**src/rtl/mem_store_fwd_unit.sv**
```systemverilog
// Store-data forwarding for the MEM stage: selects SW write data from the live
// writeback, a short history of retired register writes, or the piped regA value.
module mem_store_fwd_unit #(
  parameter int DATA_W = 16,
  parameter int REG_W  = 3,
  parameter int DEPTH  = 2,
  parameter int SEL_W  = 4,
  parameter int CNT_W  = 16
) (
  input  logic              clk,
  input  logic              reset_n,
  input  logic              flush_i,
  input  logic              wb_we,
  input  logic [REG_W-1:0]  wb_reg,
  input  logic [DATA_W-1:0] wb_data,
  input  logic              mem_is_store,
  input  logic [REG_W-1:0]  mem_src_reg,
  input  logic [DATA_W-1:0] mem_rf_data,
  output logic [DATA_W-1:0] mem_store_data,
  output logic [SEL_W-1:0]  fwd_sel,
  output logic              fwd_hit,
  output logic [CNT_W-1:0]  hit_count
);

  logic [DEPTH-1:0]  hist_vld_q, hist_vld_d;
  logic [REG_W-1:0]  hist_reg_q  [DEPTH];
  logic [REG_W-1:0]  hist_reg_d  [DEPTH];
  logic [DATA_W-1:0] hist_data_q [DEPTH];
  logic [DATA_W-1:0] hist_data_d [DEPTH];
  logic [CNT_W-1:0]  hit_cnt_q, hit_cnt_d;

  logic [SEL_W-1:0]  sel;
  logic [DATA_W-1:0] sel_data;

  function automatic logic [CNT_W-1:0] sat_inc(input logic [CNT_W-1:0] v);
    if (&v) return v;
    return v + {{(CNT_W-1){1'b0}}, 1'b1};
  endfunction

  // Priority select; the history is masked while reset is asserted. Scanning
  // from the oldest entry lets the newest matching entry overwrite the result.
  always_comb begin
    sel      = '0;
    sel_data = mem_rf_data;
    if (mem_is_store) begin
      if (wb_we && (wb_reg == mem_src_reg)) begin
        sel      = SEL_W'(1);
        sel_data = wb_data;
      end else if (reset_n) begin
        for (int k = DEPTH - 1; k >= 0; k--) begin
          if (hist_vld_q[k] && (hist_reg_q[k] == mem_src_reg)) begin
            sel      = SEL_W'(k + 2);
            sel_data = hist_data_q[k];
          end
        end
      end
    end
  end

  assign mem_store_data = sel_data;
  assign fwd_sel        = sel;
  assign fwd_hit        = (sel != '0);
  assign hit_count      = hit_cnt_q;

  // A flushed writeback is squashed upstream, so flush wins over capture.
  always_comb begin
    hist_vld_d  = hist_vld_q;
    hist_reg_d  = hist_reg_q;
    hist_data_d = hist_data_q;
    hit_cnt_d   = fwd_hit ? sat_inc(hit_cnt_q) : hit_cnt_q;
    if (flush_i) begin
      hist_vld_d = '0;
    end else if (wb_we) begin
      for (int k = DEPTH - 1; k >= 1; k--) begin
        hist_vld_d[k]  = hist_vld_q[k-1];
        hist_reg_d[k]  = hist_reg_q[k-1];
        hist_data_d[k] = hist_data_q[k-1];
      end
      hist_vld_d[0]  = 1'b1;
      hist_reg_d[0]  = wb_reg;
      hist_data_d[0] = wb_data;
    end
  end

  always_ff @(posedge clk) begin
    if (!reset_n) begin
      hist_vld_q <= '0;
      hit_cnt_q  <= '0;
      for (int k = 0; k < DEPTH; k++) begin
        hist_reg_q[k]  <= '0;
        hist_data_q[k] <= '0;
      end
    end else begin
      hist_vld_q  <= hist_vld_d;
      hist_reg_q  <= hist_reg_d;
      hist_data_q <= hist_data_d;
      hit_cnt_q   <= hit_cnt_d;
    end
  end

endmodule
```
**config.mk**
```make
export PLATFORM = sky130hd
export DESIGN_NAME = mem_store_fwd_unit
export DESIGN_NICKNAME = d
export VERILOG_FILES = /design/src/rtl/mem_store_fwd_unit.sv
export SDC_FILE = /design/constraint.sdc
export NUM_CORES = 1
export LEC_CHECK = 0
export ABC_CLOCK_PERIOD_IN_PS = 5310
export CELL_PAD_IN_SITES_DETAIL_PLACEMENT = 1
export CELL_PAD_IN_SITES_GLOBAL_PLACEMENT = 1
export CORE_MARGIN = 3
export CORE_UTILIZATION = 38
export CTS_CLUSTER_DIAMETER = 150
export CTS_CLUSTER_SIZE = 20
export DETAILED_ROUTE_END_ITERATION = 16
export GPL_ROUTABILITY_DRIVEN = 1
export PLACE_DENSITY_LB_ADDON = 0.1
export SYNTH_ARGS = -nofsm -noshare
export SYNTH_HDL_FRONTEND = slang
export SYNTH_SLANG_ARGS = --single-unit
```
**constraint.sdc**
```tcl
create_clock -name clk -period 5.31 [get_ports clk]
set_input_delay 0.531 -clock clk [delete_from_list [all_inputs] [get_ports clk]]
set_output_delay 0.531 -clock clk [all_outputs]
set_load 0.01 [all_outputs]
```
Word level (Yosys, flattened, before mapping)
Index checks and enable logic that the tools add are counted.
{"block": "word_totals", "regBits": 56}
{"block": "classes", "reduce_logical": 8, "add_sub_neg": 1, "bitwise": 2, "eq_ne": 4, "n_mux": 12}
{"operator": "$mux W16", "count": 6}
{"operator": "$add A16 B1 Y16 const B", "count": 1}
{"operator": "$mux W4", "count": 4}
{"operator": "$reduce_and A16 Y1", "count": 1}
{"operator": "$eq A3 B3 Y1", "count": 3}
{"operator": "$reduce_and A2 Y1", "count": 2}
{"operator": "$reduce_bool A4 Y1", "count": 1}
{"operator": "$logic_and A1 B1 Y1", "count": 3}
{"operator": "$mux W2", "count": 1}
{"operator": "$ne A2 B2 Y1 const B", "count": 1}
{"operator": "$not A1 Y1", "count": 2}
{"operator": "$reduce_or A2 Y1", "count": 1}
{"operator": "$mux W1", "count": 1}

Depth between registers and ports, before layout
{"block": "logic_depth", "word_depth": 9, "depth_mapped": 7}

Least setup slack after synthesis
Ideal clock, no wire load.
{"block": "synth_timing", "kind": "input to output", "from": "input port mem_is_store", "to": "output port mem_store_data[10]", "path_buffers": 2, "stages": 7, "slack_ps": 2867, "arrival_time_ps": 1912, "cell_sequence": "clkbuf_1 and2_1 o41ai_4 nor3b_2 buf_2 a22o_1 a221o_1"}
{"block": "synth_between", "elab_chain_cells": 1}
{"element": "start, declared", "line": "16", "source": "input logic mem_is_store,"}
{"element": "$mux W16", "line": "45", "source": "if (mem_is_store) begin"}
{"element": "end, declared", "line": "19", "source": "output logic [DATA_W-1:0] mem_store_data,"}
Every way passes these cells.

Worst setup path after layout
{"block": "layout_timing", "from": "input port mem_src_reg[0]", "to": "output port mem_store_data[0]"}
{"block": "layout_between", "elab_chain_cells": 7, "word_cells_on_any_way": 11, "cone_classes": "3 x eq/ne; 5 x mux; 3 x reduce/logical"}
{"element": "start, declared", "line": "17", "source": "input logic [REG_W-1:0] mem_src_reg,"}
{"element": "$eq A3 B3 Y1", "line": "51", "source": "if (hist_vld_q[k] && (hist_reg_q[k] == mem_src_reg)) begin"}
{"element": "$logic_and A1 B1 Y1", "line": "51"}
{"element": "$mux W16 (2 in a row)", "line": "51"}
{"element": "$mux W16", "line": "49", "source": "end else if (reset_n) begin"}
{"element": "$mux W16 (*)", "line": "46", "source": "if (wb_we && (wb_reg == mem_src_reg)) begin"}
{"element": "$mux W16 (*)", "line": "45"}
Mark *: on every way between the ends. The rest lies on a longest branch, timed or not.

==> metrics.log <==
[metrics] post-CTS setup buffer count: 0
[metrics] nature of the critical path endpoint: primary output
[metrics] Power Dens Cells: 214.9 nW/um2
[metrics] total wire length after detailed routing: 8676 um
[metrics] commonest non-fill, non-tap cell in the layout: sky130_fd_sc_hd__nand2_1
[metrics] Placement Rows: 31
[metrics] Seq/Total Area, Yosys: 38.97%
[metrics] x dimension of the die: 93.01 um
[metrics] reg2reg start: hit_count[0]$_SDFFE_PN0P_
[metrics] number of buffers added by the clock tree synthesis step: 5
[metrics] total I/O pin count: 80
[metrics] Final Skew: 11.20 ps
[metrics] unique cell type count in the Yosys netlist: 45
[metrics] aggregate global routing overflow: 0
[metrics] path type of the worst setup path: primary input to primary output
[metrics] GRT Util Overall: 20.73%
[metrics] leading area contributor after synthesis: sky130_fd_sc_hd__dfxtp_1
[metrics] worst hold start: hist_data_q[6]$_SDFFE_PN0P_
[metrics] biggest area contributors in the synthesized netlist: sky130_fd_sc_hd__dfxtp_1, sky130_fd_sc_hd__nand2_1, sky130_fd_sc_hd__a21oi_1
[metrics] destination of the worst hold path: hist_data_q[6]$_SDFFE_PN0P_
[metrics] setup repair after global routing missed its margin: no
[metrics] largest fanout on the critical path: 28
[metrics] placeable core region: 7292 um2
[metrics] TritonCTS sink count: 56
[metrics] pin count of the biggest net entering global routing: 47
[metrics] vias per std cell: 5.578
[metrics] Area growth, synth to finish: 31.01%
[metrics] commonest cells after routing, fill and taps aside: sky130_fd_sc_hd__nand2_1, sky130_fd_sc_hd__clkdlybuf4s50_1, sky130_fd_sc_hd__dfxtp_1
[metrics] post-cts hold buffer count: 0
[metrics] primary flip-flop cell chosen by synthesis mapping: sky130_fd_sc_hd__dfxtp_1
[metrics] critical path launch point type: primary input
[metrics] insertion delay of the later-clocked pin in the worst-skew pair: 310 ps
[metrics] number of max-cap violations: 0
[metrics] DP HPWL: 5968 um
[metrics] minimum period implied by the final worst setup slack: 4067 ps
[metrics] clk buf depth: 2
[metrics] Syn. warnings: 0
[metrics] area of the die: 8650 um2
[metrics] TritonCTS clock tree: yes
[metrics] DR WL/cell: 16.88 um
[metrics] cells resized by post-CTS repair: 0
[metrics] Post-Route Setup TNS: 0 ps
[metrics] R2R setup slack: 2940 ps
[metrics] Final Max Tran Viols: 0
[metrics] filler cell count in the final layout: 922
[metrics] data arrival time of the critical path: 3540 ps
[metrics] post-synth top area share: 38.97%
[metrics] Worst Reg-to-Reg Cells: 6
[metrics] transition time at the pin with the least slew margin: 850.1 ps
[metrics] DRT antenna net count: 0
[metrics] final estimated routing congestion in global placement: 0.8435
[metrics] FF+latch count, synth: 56
[metrics] maximum resistive drop on vdd: 86.59 uV
[metrics] number of DRC violations after detailed-routing iteration 0: 104
[metrics] number of antenna violations at the first check in global routing: 0
[metrics] Hold WC Path Type: flip-flop to flip-flop
[metrics] Starting Density: 39.45%
[metrics] share of flip-flops with an asynchronous set or reset: 0%
[metrics] total setup violations reported at the end of the flow: 0
[metrics] cell depth of the worst hold path: 2
[metrics] outcome: finished clean
[metrics] fraction of the cycle the final worst path needs: 76.59%
[metrics] global-route wire length before repair: 14810 um
[metrics] reg2reg end: hit_count[0]$_SDFFE_PN0P_
[metrics] synthesized cell area: 2877 um2
[metrics] buffer type at the clock tree root: sky130_fd_sc_hd__clkbuf_8
[metrics] overall die height: 93.01 um
[metrics] critical path data required time: 4780 ps
[metrics] fraction of layout cells with a size suffix above 1: 6.024%
[metrics] Fmax: 0.2459 GHz
[metrics] DRC viols: 0
[metrics] vias in the first global route: 2909
[metrics] H-tree levels: 2
[metrics] worst slew margin relative to its limit: 43.33%
[metrics] share of the core filled with cells: 51.68%
[metrics] number of port buffers: 77
[metrics] EDFF count, synth: 0
[metrics] syn avg cell area: 8.242 um2
[metrics] cells after synthesis: 349
[metrics] Post-layout nets: 458
[metrics] leakage power of the design: 1.225 nW
[metrics] number of hold violations in the final report: 0
[metrics] routed via count: 2867
[metrics] clock-pin slew of the registers on the worst-case setup and hold paths: 110 ps
[metrics] first-pass iteration count of the detailed router: 4
[metrics] final antenna diode count: 0
sequential cells by signal, indices dropped and copies added, names as in the netlist:
name	cells
hit_count	16
hist_vld_q	2
hist_reg_q	6
hist_data_q	32
worst max path at each step:
stage	startpoint	end	slack (ps)
3_5_place_dp	mem_src_reg[0]	mem_store_data[0]	1230
4_1_cts	mem_src_reg[0]	mem_store_data[0]	1200
3_3_place_gp	mem_src_reg[2]	mem_store_data[3]	1320
5_1_grt	mem_src_reg[1]	mem_store_data[0]	1050
2_1_floorplan	mem_is_store	mem_store_data[10]	2870
6_report	mem_src_reg[0]	mem_store_data[0]	1240
critical path: stages:
cell and delay (ps):
sky130_fd_sc_hd__clkdlybuf4s50_1 590, sky130_fd_sc_hd__xnor2_1 140, sky130_fd_sc_hd__and4b_1 240, sky130_fd_sc_hd__a211oi_4 200, sky130_fd_sc_hd__buf_4 300, sky130_fd_sc_hd__nand2b_1 710
sky130_fd_sc_hd__a221o_1 280, sky130_fd_sc_hd__clkdlybuf4s50_1 540
cells in the mapped netlist, types with 2 or more instances:
master,number
sky130_fd_sc_hd__buf_6,3
sky130_fd_sc_hd__clkbuf_1,14
sky130_fd_sc_hd__xor2_2,3
sky130_fd_sc_hd__nor2_1,9
sky130_fd_sc_hd__a22o_1,16
sky130_fd_sc_hd__o41ai_1,2
sky130_fd_sc_hd__inv_1,5
sky130_fd_sc_hd__dfxtp_1,56
sky130_fd_sc_hd__nand4_1,7
sky130_fd_sc_hd__nand3_1,7
sky130_fd_sc_hd__a221o_1,16
sky130_fd_sc_hd__nor4_1,3
sky130_fd_sc_hd__buf_2,3
sky130_fd_sc_hd__or4_1,7
sky130_fd_sc_hd__and2_1,3
sky130_fd_sc_hd__xnor2_1,6
sky130_fd_sc_hd__mux2i_1,5
sky130_fd_sc_hd__nand2_1,92
sky130_fd_sc_hd__o311ai_0,2
sky130_fd_sc_hd__nand2b_1,8
sky130_fd_sc_hd__o31ai_1,8
sky130_fd_sc_hd__a21oi_1,47
sky130_fd_sc_hd__buf_4,5
power breakdown:
group	internal, W	switching, W	total (W)
registers	0.000430	0.00000789	0.000437
logic	0.0000674	0.0000655	0.000133
clock network	0.0000944	0.000145	0.000239
layout make-up:
class | count | area, um2 | share of cell area (%)
Timing Repair Buffer | 83 | 815.8 | 21.65
Sequential cell | 56 | 1121 | 29.75
Tap cell | 99 | 123.9 | 3.287
Clock buffer | 6 | 72.57 | 1.926
Clock inverter | 2 | 16.27 | 0.4316
Multi-Input combinational cell | 262 | 1597 | 42.36
Inverter | 6 | 22.52 | 0.5976
through the flow:
stage | instances | worst slack [ps] | hold WS (ps) | area, um2 | total power (W)
floorplan | 350 | 2867 | 436.0 | 2880 | 0.0005117
global placement | 506 | 1321 | 442.2 | 3680 | 0.0005761
detailed placement | 506 | 1234 | 450.2 | 3680 | 0.0005800
CTS | 514 | 1198 | 465.3 | 3769 | 0.0008177
global route | 514 | 1050 | 485.7 | 3769 | 0.0008510
finish | 514 | 1243 | 463.2 | 3769 | 0.0008097
cells by family after synthesis:
logic type | Yosys count | share of synthesized area [%]
adders and majority gates | 1 | 0.4349
other | 1 | 0.1304
muxes | 5 | 1.740
DFF | 56 | 38.97
AOI/OAI and AO/OA | 100 | 25.40
and+or+nand+nor | 145 | 24.05
buffers and inverters | 32 | 5.741
xor gates and xnor gates | 9 | 3.523
metal layers:
layer | vias up | wire length, um | track usage (%)
li1 | 1383 | - | -
met4 | 0 | 78 | 5.128
met3 | 7 | 390 | 4.023
met1 | 1408 | 4002 | 27.95
met2 | 69 | 4204 | 34.13
met5 | - | 0 | 0
No activity file was read; power rests on OpenSTA's default activity.
